### src/rtl/keypad_scanner_if.sv
// Keypad pins and decoded-key outputs of the 4x4 keypad scanner.
// master = scanner side, slave = keypad/consumer side.
interface keypad_scanner_if;
    logic [3:0] col;
    logic [3:0] row;
    logic [3:0] key_code;
    logic       key_valid;
    logic       key_held;

    modport master (
        input  col,
        output row, key_code, key_valid, key_held
    );

    modport slave (
        output col,
        input  row, key_code, key_valid, key_held
    );
endinterface

### src/rtl/keypad_scanner.sv
// 4x4 active-low matrix keypad scanner with frame-level debounce.
// Emits a one-cycle key_valid pulse per newly accepted key press.
module keypad_scanner #(
    parameter int SCAN_DIV       = 65536,
    parameter int DEBOUNCE_SCANS = 4
) (
    input  logic              clk,
    input  logic              clr_n,
    keypad_scanner_if.master  kp
);
    localparam int DW = $clog2(SCAN_DIV);
    localparam int CW = $clog2(DEBOUNCE_SCANS + 1);
    localparam logic [DW-1:0] DWELL_END = DW'(SCAN_DIV - 1);
    localparam logic [CW-1:0] DB_MAX    = CW'(DEBOUNCE_SCANS);
    localparam bit            DB_ONE    = (DEBOUNCE_SCANS == 1);

    typedef enum logic [1:0] {
        S_IDLE,
        S_PRESS_DB,
        S_HELD,
        S_REL_DB
    } state_t;

    logic [3:0]    r_sync1, r_sync2;
    logic [DW-1:0] r_dwell;
    logic [1:0]    r_row_idx;
    logic [1:0]    r_nseen;
    logic [3:0]    r_acc_code;
    state_t        r_state;
    logic [CW-1:0] r_cnt;
    logic [3:0]    r_cand;
    logic [3:0]    r_key_code;
    logic          r_key_valid;

    logic [3:0]    w_low;
    logic [2:0]    w_nlow;
    logic [1:0]    w_col_idx;
    logic          w_sample;
    logic          w_frame_end;
    logic [2:0]    w_sum;
    logic [1:0]    w_tot;
    logic [3:0]    w_code;
    logic          w_none;
    logic          w_key;
    logic [CW-1:0] w_cnt_inc;
    state_t        w_state_nxt;
    logic [CW-1:0] w_cnt_nxt;
    logic [3:0]    w_cand_nxt;
    logic [3:0]    w_code_nxt;
    logic          w_valid_nxt;

    assign w_low  = ~r_sync2;
    assign w_nlow = {2'b0, w_low[0]} + {2'b0, w_low[1]}
                  + {2'b0, w_low[2]} + {2'b0, w_low[3]};

    always_comb begin
        w_col_idx = '0;
        for (int i = 3; i >= 0; i--) begin
            if (w_low[i]) w_col_idx = 2'(i);
        end
    end

    assign w_sample    = (r_dwell == DWELL_END);
    assign w_frame_end = w_sample && (r_row_idx == 2'd3);

    // Low-bit tally saturates at 2: anything beyond one press is MULTI
    assign w_sum  = {1'b0, r_nseen}
                  + ((w_nlow > 3'd1) ? 3'd2 : w_nlow);
    assign w_tot  = (w_sum > 3'd1) ? 2'd2 : w_sum[1:0];
    assign w_code = (w_nlow == 3'd1) ? {r_row_idx, w_col_idx}
                                     : r_acc_code;
    assign w_none = (w_tot == 2'd0);
    assign w_key  = (w_tot == 2'd1);

    assign w_cnt_inc = (r_cnt == DB_MAX) ? r_cnt : r_cnt + 1'b1;

    always_ff @(posedge clk or negedge clr_n) begin
        if (!clr_n) begin
            r_sync1    <= 4'hF;
            r_sync2    <= 4'hF;
            r_dwell    <= '0;
            r_row_idx  <= '0;
            r_nseen    <= '0;
            r_acc_code <= '0;
        end else begin
            r_sync1 <= kp.col;
            r_sync2 <= r_sync1;
            if (w_sample) begin
                r_dwell   <= '0;
                r_row_idx <= r_row_idx + 1'b1;
                if (r_row_idx == 2'd3) begin
                    r_nseen    <= '0;
                    r_acc_code <= '0;
                end else begin
                    r_nseen    <= w_tot;
                    r_acc_code <= w_code;
                end
            end else begin
                r_dwell <= r_dwell + 1'b1;
            end
        end
    end

    always_ff @(posedge clk or negedge clr_n) begin
        if (!clr_n) begin
            r_state     <= S_IDLE;
            r_cnt       <= '0;
            r_cand      <= '0;
            r_key_code  <= '0;
            r_key_valid <= 1'b0;
        end else begin
            r_state     <= w_state_nxt;
            r_cnt       <= w_cnt_nxt;
            r_cand      <= w_cand_nxt;
            r_key_code  <= w_code_nxt;
            r_key_valid <= w_valid_nxt;
        end
    end

    always_comb begin
        w_state_nxt = r_state;
        w_cnt_nxt   = r_cnt;
        w_cand_nxt  = r_cand;
        w_code_nxt  = r_key_code;
        w_valid_nxt = 1'b0;
        if (w_frame_end) begin
            unique case (r_state)
                S_IDLE: begin
                    if (w_key) begin
                        w_cand_nxt = w_code;
                        w_cnt_nxt  = CW'(1);
                        if (DB_ONE) begin
                            w_state_nxt = S_HELD;
                            w_code_nxt  = w_code;
                            w_valid_nxt = 1'b1;
                        end else begin
                            w_state_nxt = S_PRESS_DB;
                        end
                    end
                end
                S_PRESS_DB: begin
                    if (w_key && (w_code == r_cand)) begin
                        w_cnt_nxt = w_cnt_inc;
                        if (w_cnt_inc == DB_MAX) begin
                            w_state_nxt = S_HELD;
                            w_code_nxt  = r_cand;
                            w_valid_nxt = 1'b1;
                        end
                    end else if (w_key) begin
                        w_cand_nxt = w_code;
                        w_cnt_nxt  = CW'(1);
                    end else begin
                        w_state_nxt = S_IDLE;
                        w_cnt_nxt   = '0;
                    end
                end
                S_HELD: begin
                    if (w_none) begin
                        if (DB_ONE) begin
                            w_state_nxt = S_IDLE;
                            w_cnt_nxt   = '0;
                        end else begin
                            w_state_nxt = S_REL_DB;
                            w_cnt_nxt   = CW'(1);
                        end
                    end
                end
                S_REL_DB: begin
                    if (w_none) begin
                        w_cnt_nxt = w_cnt_inc;
                        if (w_cnt_inc == DB_MAX) begin
                            w_state_nxt = S_IDLE;
                            w_cnt_nxt   = '0;
                        end
                    end else begin
                        w_state_nxt = S_HELD;
                        w_cnt_nxt   = '0;
                    end
                end
                default: w_state_nxt = S_IDLE;
            endcase
        end
    end

    assign kp.row       = ~(4'b0001 << r_row_idx);
    assign kp.key_code  = r_key_code;
    assign kp.key_valid = r_key_valid;
    assign kp.key_held  = (r_state == S_HELD) || (r_state == S_REL_DB);
endmodule

### src/flat_wrapper.sv
// flat-port wrapper written by rule: the top's interface ports become plain ports
module keypad_scanner_flat 
#(
    parameter int SCAN_DIV       = 65536,
    parameter int DEBOUNCE_SCANS = 4
)
  (clk, clr_n, kp_col, kp_row, kp_key_code, kp_key_valid, kp_key_held);
  keypad_scanner_if kp_i ();
  input  logic clk;
  input  logic clr_n;
  input wire logic [$bits(kp_i.col)-1:0] kp_col;
  output wire logic [$bits(kp_i.row)-1:0] kp_row;
  output wire logic [$bits(kp_i.key_code)-1:0] kp_key_code;
  output wire logic [$bits(kp_i.key_valid)-1:0] kp_key_valid;
  output wire logic [$bits(kp_i.key_held)-1:0] kp_key_held;
  assign kp_i.col = kp_col;
  assign kp_row = kp_i.row;
  assign kp_key_code = kp_i.key_code;
  assign kp_key_valid = kp_i.key_valid;
  assign kp_key_held = kp_i.key_held;
  keypad_scanner #(.SCAN_DIV(SCAN_DIV), .DEBOUNCE_SCANS(DEBOUNCE_SCANS)) u_core (.clk(clk), .clr_n(clr_n), .kp(kp_i));
endmodule
### config.mk
export PLATFORM = sky130hd
export DESIGN_NAME = keypad_scanner_flat
export DESIGN_NICKNAME = d
export VERILOG_FILES = /design/src/rtl/keypad_scanner_if.sv /design/src/rtl/keypad_scanner.sv /design/src/flat_wrapper.sv
export SDC_FILE = /design/constraint.sdc
export NUM_CORES = 1
export LEC_CHECK = 0
export CAP_MARGIN = 20
export CORE_MARGIN = 2
export CORE_UTILIZATION = 45
export CTS_CLUSTER_SIZE = 10
export DETAILED_ROUTE_END_ITERATION = 8
export GPL_ROUTABILITY_DRIVEN = 0
export SLEW_MARGIN = 20
export SYNTH_ARGS = -nofsm -noshare
export SYNTH_HDL_FRONTEND = slang
export SYNTH_SLANG_ARGS = --single-unit
### constraint.sdc
create_clock -name clk -period 6.67 [get_ports clk]
set_input_delay 1.334 -clock clk [delete_from_list [all_inputs] [get_ports clk]]
set_output_delay 1.334 -clock clk [all_outputs]
set_load 0.01 [all_outputs]
==> results.md <==
Route:
- In this run the remaining antenna-violating nets after routing total 0.
- The post-detailed-route via-to-cell ratio is ~5.2.
- Wire segments on met3 add up to 170 um in the final route.
- The post-detailed-route wirelength per cell is approximately 14 um.
- The final route contains approximately 1600 vias.
- The wire length after detailed routing is 4.42 mm.
- After detailed routing, the met2 layer carries between 1.5 and 2 mm of wire.
- For this block, the initial DRC count from the detailed router was 68.
- The DRC violation count after routing is 0.
- The met1 wire length is ~2.3 mm.
- The topmost layer with routed signal wires is met4.
- The number of optimization iterations in the first detailed-route pass is 4.

Logic synthesis:
- The fraction of registers with async set or reset after synthesis is 100%.
- A synthesized cell averages 10.9 sq um.
- The gate count of the mapped netlist is 220.
- Sequential cells were found to cover between 40% and 50% of the synthesized design area.
- The primary flip-flop cell chosen by synthesis mapping is sky130_fd_sc_hd__dfrtp_1.
- After synthesis the cells add up to ~2400 sq um.
- During synthesis, Yosys emitted a total of 0 warnings.
- Synthesis inferred 46 register bits.
- Counting flops with a built-in enable in the synthesized netlist gives 0.
- The synthesized netlist contains slightly below 50 unique library cells.
- When the netlist entered floorplanning its net count stood at 239.

Floorplanning:
- The number of placement rows is 26.
- The overall die width is 76.8 um.
- The overall die area is a little under 6000 sq um.
- During I/O placement, the number of pins put on the boundary was 16.
- For this configuration, the core starts out at a cell density of around 47%.
- In this run the standard cell core region covers around 5100 sq um.
- Measured along the y axis, the die boundary spans 76.8 um.

Worst setup path:
- The worst endpoint required time is a little under 7 ns.
- Of all nets on the critical path, the largest fanout is 8.
- Data on the critical path arrives at its endpoint at 4.91 ns.
- STA classifies the critical path startpoint as a flop.
- The kind of end point of the critical path is a flop.
- The critical path is of the reg2reg type.

Place:
- The number of buffers added on ports is 15.
- Prior to clock tree synthesis, the placed netlist has a worst setup slack of around 1.9 ns.
- Summed over all nets, the half-perimeter wirelength after detailed placement is between 3 and 4 mm.
- Once placement finished, the instance area stood at between 2000 and 3000 sq um.

Timing:
- The count of pins over their slew limit came to 0.
- The worst path uses between 70 and 80% of the clock period.
- After layout, the worst setup slack is 1.95 ns.
- Measured against its own limit, the worst slew margin works out to 45.1%.
- The shortest clock period the worst path allows after layout is approximately 4.7 ns.
- For the pin with the worst max-slew slack, the measured transition is slightly above 0.8 ns.
- On the final layout, the worst hold slack is approximately 0.36 ns.
- The hold violation total from the final report is 0.
- For the final database, setup skew stands at around 0.0097 ns.
- Setup repair after global routing left no endpoint under its margin.
- The number of setup violations in the final report is 0.
- Static timing analysis puts the maximum clock frequency at 0.212 GHz.
- Summed over all failing endpoints, the final setup total negative slack is 0 ns.

Pwr:
- The internal portion of the total power is 0.372 mW.
- The analysis attributes to cell leakage a power of between 1 and 1.5 nW.
- The fraction of power consumed by sequential logic is a little under three fifths.
- The cell area power density is between 150 and 200 nW/um^2.
- Total power for the finished layout comes to 0.495 mW.
- Combinational logic is responsible for under 10% of the overall power.
- Summed over all nets, the switching power comes to roughly 0.12 mW.
- The fraction of power spent switching nets is 24.9%.
- The worst-case IR drop observed on VDD is roughly 0.12 mV.
- The share of total power dissipated in the clock network is between 30% and 40%.

Cells and area:
- Once layout is done, the placed cells without fillers occupy 2680 sq um.
- Registers take roughly 1200 sq um.
- At the end of the flow, the number of nets in the layout was 255.
- 0 antenna diodes ended up in the layout.
- The area overhead of the layout relative to synthesis is 12.2%.
- In the final layout, the share of cells above drive strength 1 is approximately 11%.
- The fill cell instance count of the final layout is about 470.
- In the final layout, the multi-input gates occupy ~1100 sq um.

Outcome:
- The run finished with clean final reports.

Clocking:
- The post-CTS setup buffer count is 0.
- The worst-case clock buffer depth is 2.
- Buffers inserted to repair hold after CTS numbered 0.
- TritonCTS built the clock tree.
- Clock-pin slew was measured on the worst setup and hold paths at roughly 0.080 ns.
- The deepest level of the CTS H-tree is 2.
- The total of cells resized after clock tree synthesis is 0.
- The number of buffers created by CTS is 5.
- The tree is rooted in a sky130_fd_sc_hd__clkbuf_8.
- The latest clock arrival within the worst-skew pair is approximately 0.30 ns.
- The clock drives 46 sinks.

Run:
- Max-cap violations in this run came to 0.

GRT:
- The initial antenna violation count is 0.
- The remaining global-route overflow is 0.
- The total global routing track utilization is between 15 and 20%.
- The number of global-route vias before repair is around 1500.
- The pin count of the biggest net entering global routing is 47.
- The global-route wire length before repair is 7.76 mm.

Min path:
- The worst min-delay path class is reg2reg.
## path summary, 6_finish.rpt
path                                   start               endpoint  slack [ns]  depth (start not counted)
setup / recovery           u_core.r_sync2[0]  u_core.kp.key_code[3]        1.95                         13
hold / removal             u_core.r_sync1[2]      u_core.r_sync2[2]        0.36                          0
setup reg to reg           u_core.r_sync2[0]  u_core.kp.key_code[3]        1.95                         13
hold reg to reg            u_core.r_sync1[2]      u_core.r_sync2[2]        0.36                          0
max in group asynchronous              clr_n     u_core.r_dwell[14]        5.25                          1
min in group asynchronous              clr_n        u_core.r_cnt[0]        1.01                          1
## worst max-delay path, cell delays in order (launching register included)
cell and delay (ns):
sky130_fd_sc_hd__dfstp_2 0.52, sky130_fd_sc_hd__inv_1 0.06, sky130_fd_sc_hd__ha_1 0.32, sky130_fd_sc_hd__fa_1 0.45, sky130_fd_sc_hd__inv_1 0.07, sky130_fd_sc_hd__ha_1 0.23
sky130_fd_sc_hd__or3b_1 0.49, sky130_fd_sc_hd__inv_1 0.20, sky130_fd_sc_hd__ha_1 0.20, sky130_fd_sc_hd__fa_1 0.43, sky130_fd_sc_hd__nor4b_1 0.59, sky130_fd_sc_hd__nand2_1 0.27
sky130_fd_sc_hd__nor4b_4 0.40, sky130_fd_sc_hd__mux2_2 0.37
## cell usage in the layout, fill, tap and decap left out, types with 3 or more instances in the layout
| cell type | instances |
|---|---|
| sky130_fd_sc_hd__and2_1 | 4 |
| sky130_fd_sc_hd__xor2_1 | 11 |
| sky130_fd_sc_hd__mux2_2 | 6 |
| sky130_fd_sc_hd__a22o_1 | 3 |
| sky130_fd_sc_hd__inv_1 | 18 |
| sky130_fd_sc_hd__nand4_1 | 4 |
| sky130_fd_sc_hd__dfrtp_1 | 38 |
| sky130_fd_sc_hd__and3_1 | 5 |
| sky130_fd_sc_hd__ha_1 | 11 |
| sky130_fd_sc_hd__clkdlybuf4s50_1 | 14 |
| sky130_fd_sc_hd__o31ai_1 | 3 |
| sky130_fd_sc_hd__clkbuf_8 | 5 |
| sky130_fd_sc_hd__nand2_1 | 18 |
| sky130_fd_sc_hd__nor2_1 | 15 |
| sky130_fd_sc_hd__nand3_1 | 9 |
| sky130_fd_sc_hd__o21ai_0 | 7 |
| sky130_fd_sc_hd__dfstp_2 | 8 |
| sky130_fd_sc_hd__xnor2_1 | 12 |
| sky130_fd_sc_hd__and4_1 | 4 |
## Yosys cell counts, types with 3 or more instances
cell | n | area share (%)
sky130_fd_sc_hd__o21ai_0 | 7 | 1.5
sky130_fd_sc_hd__xor2_1 | 11 | 4.0
sky130_fd_sc_hd__and2_1 | 4 | 1.0
sky130_fd_sc_hd__ha_1 | 11 | 5.8
sky130_fd_sc_hd__clkbuf_1 | 5 | 0.79
sky130_fd_sc_hd__mux2_2 | 6 | 2.8
sky130_fd_sc_hd__dfrtp_1 | 38 | 40
sky130_fd_sc_hd__o31ai_1 | 3 | 0.94
sky130_fd_sc_hd__nor2_1 | 15 | 2.4
sky130_fd_sc_hd__nand3_1 | 9 | 1.9
sky130_fd_sc_hd__a22o_1 | 3 | 1.1
sky130_fd_sc_hd__nand4_1 | 4 | 1.0
sky130_fd_sc_hd__dfstp_2 | 8 | 8.8
sky130_fd_sc_hd__xnor2_1 | 12 | 4.4
sky130_fd_sc_hd__nand2_1 | 18 | 2.8
sky130_fd_sc_hd__and4_1 | 4 | 1.5
sky130_fd_sc_hd__inv_1 | 18 | 2.8
sky130_fd_sc_hd__and3_1 | 5 | 1.3
## registers in the layout (all words and copies together), names as in the netlist, 3 cells and up
signal / flops
u_core.r_cnt: 3
u_core.r_acc_code: 4
u_core.r_sync1: 4
u_core.kp.key_code: 4
u_core.r_sync2: 4
u_core.r_dwell: 16
u_core.r_cand: 4
## per-layer routing
metal  global-route usage [%]  vias to the layer above
li1                         -                      797
met1                     23.9                      780
met2                     24.8                       28
met3                     3.65                        6
met4                     4.91                        0
met5                        0                        -
## cell families after synthesis
family	share of synthesized area, %
AO/OA/AOI/OAI	10.7
flip-flops	48.6
XOR/XNOR	8.44
AND/OR/NAND/NOR	17.5
multiplexers	3.25
buffers and inverters	4.09
adder cells (fa/ha/maj)	7.44
## power groups by stage
stage | Sequential [mW] | Combinational [mW] | Clock, mW
2_1_floorplan | 0.289 | 0.0273 | 0
3_3_place_gp | 0.289 | 0.0378 | 0
3_5_place_dp | 0.289 | 0.0390 | 0
4_1_cts | 0.284 | 0.0393 | 0.180
5_1_grt | 0.284 | 0.0442 | 0.193
6_report | 0.284 | 0.0386 | 0.173
## metrics by stage
stage          util [%]  instances
2_1_floorplan         -        220
3_3_place_gp       50.7        299
3_5_place_dp       50.7        299
4_1_cts            52.4        307
5_1_grt            52.4        307
6_report           52.4        307
## layout make-up
cell class | count | share of cell area [%]
repair buffers | 15 | 5.51
flip-flops and latches | 46 | 43.4
inverters | 18 | 2.52
clock buffers | 6 | 2.71
multi-input cells | 150 | 42.1
clock inverters | 2 | 0.467
well taps | 70 | 3.27
(Power assumes the default switching activity.)
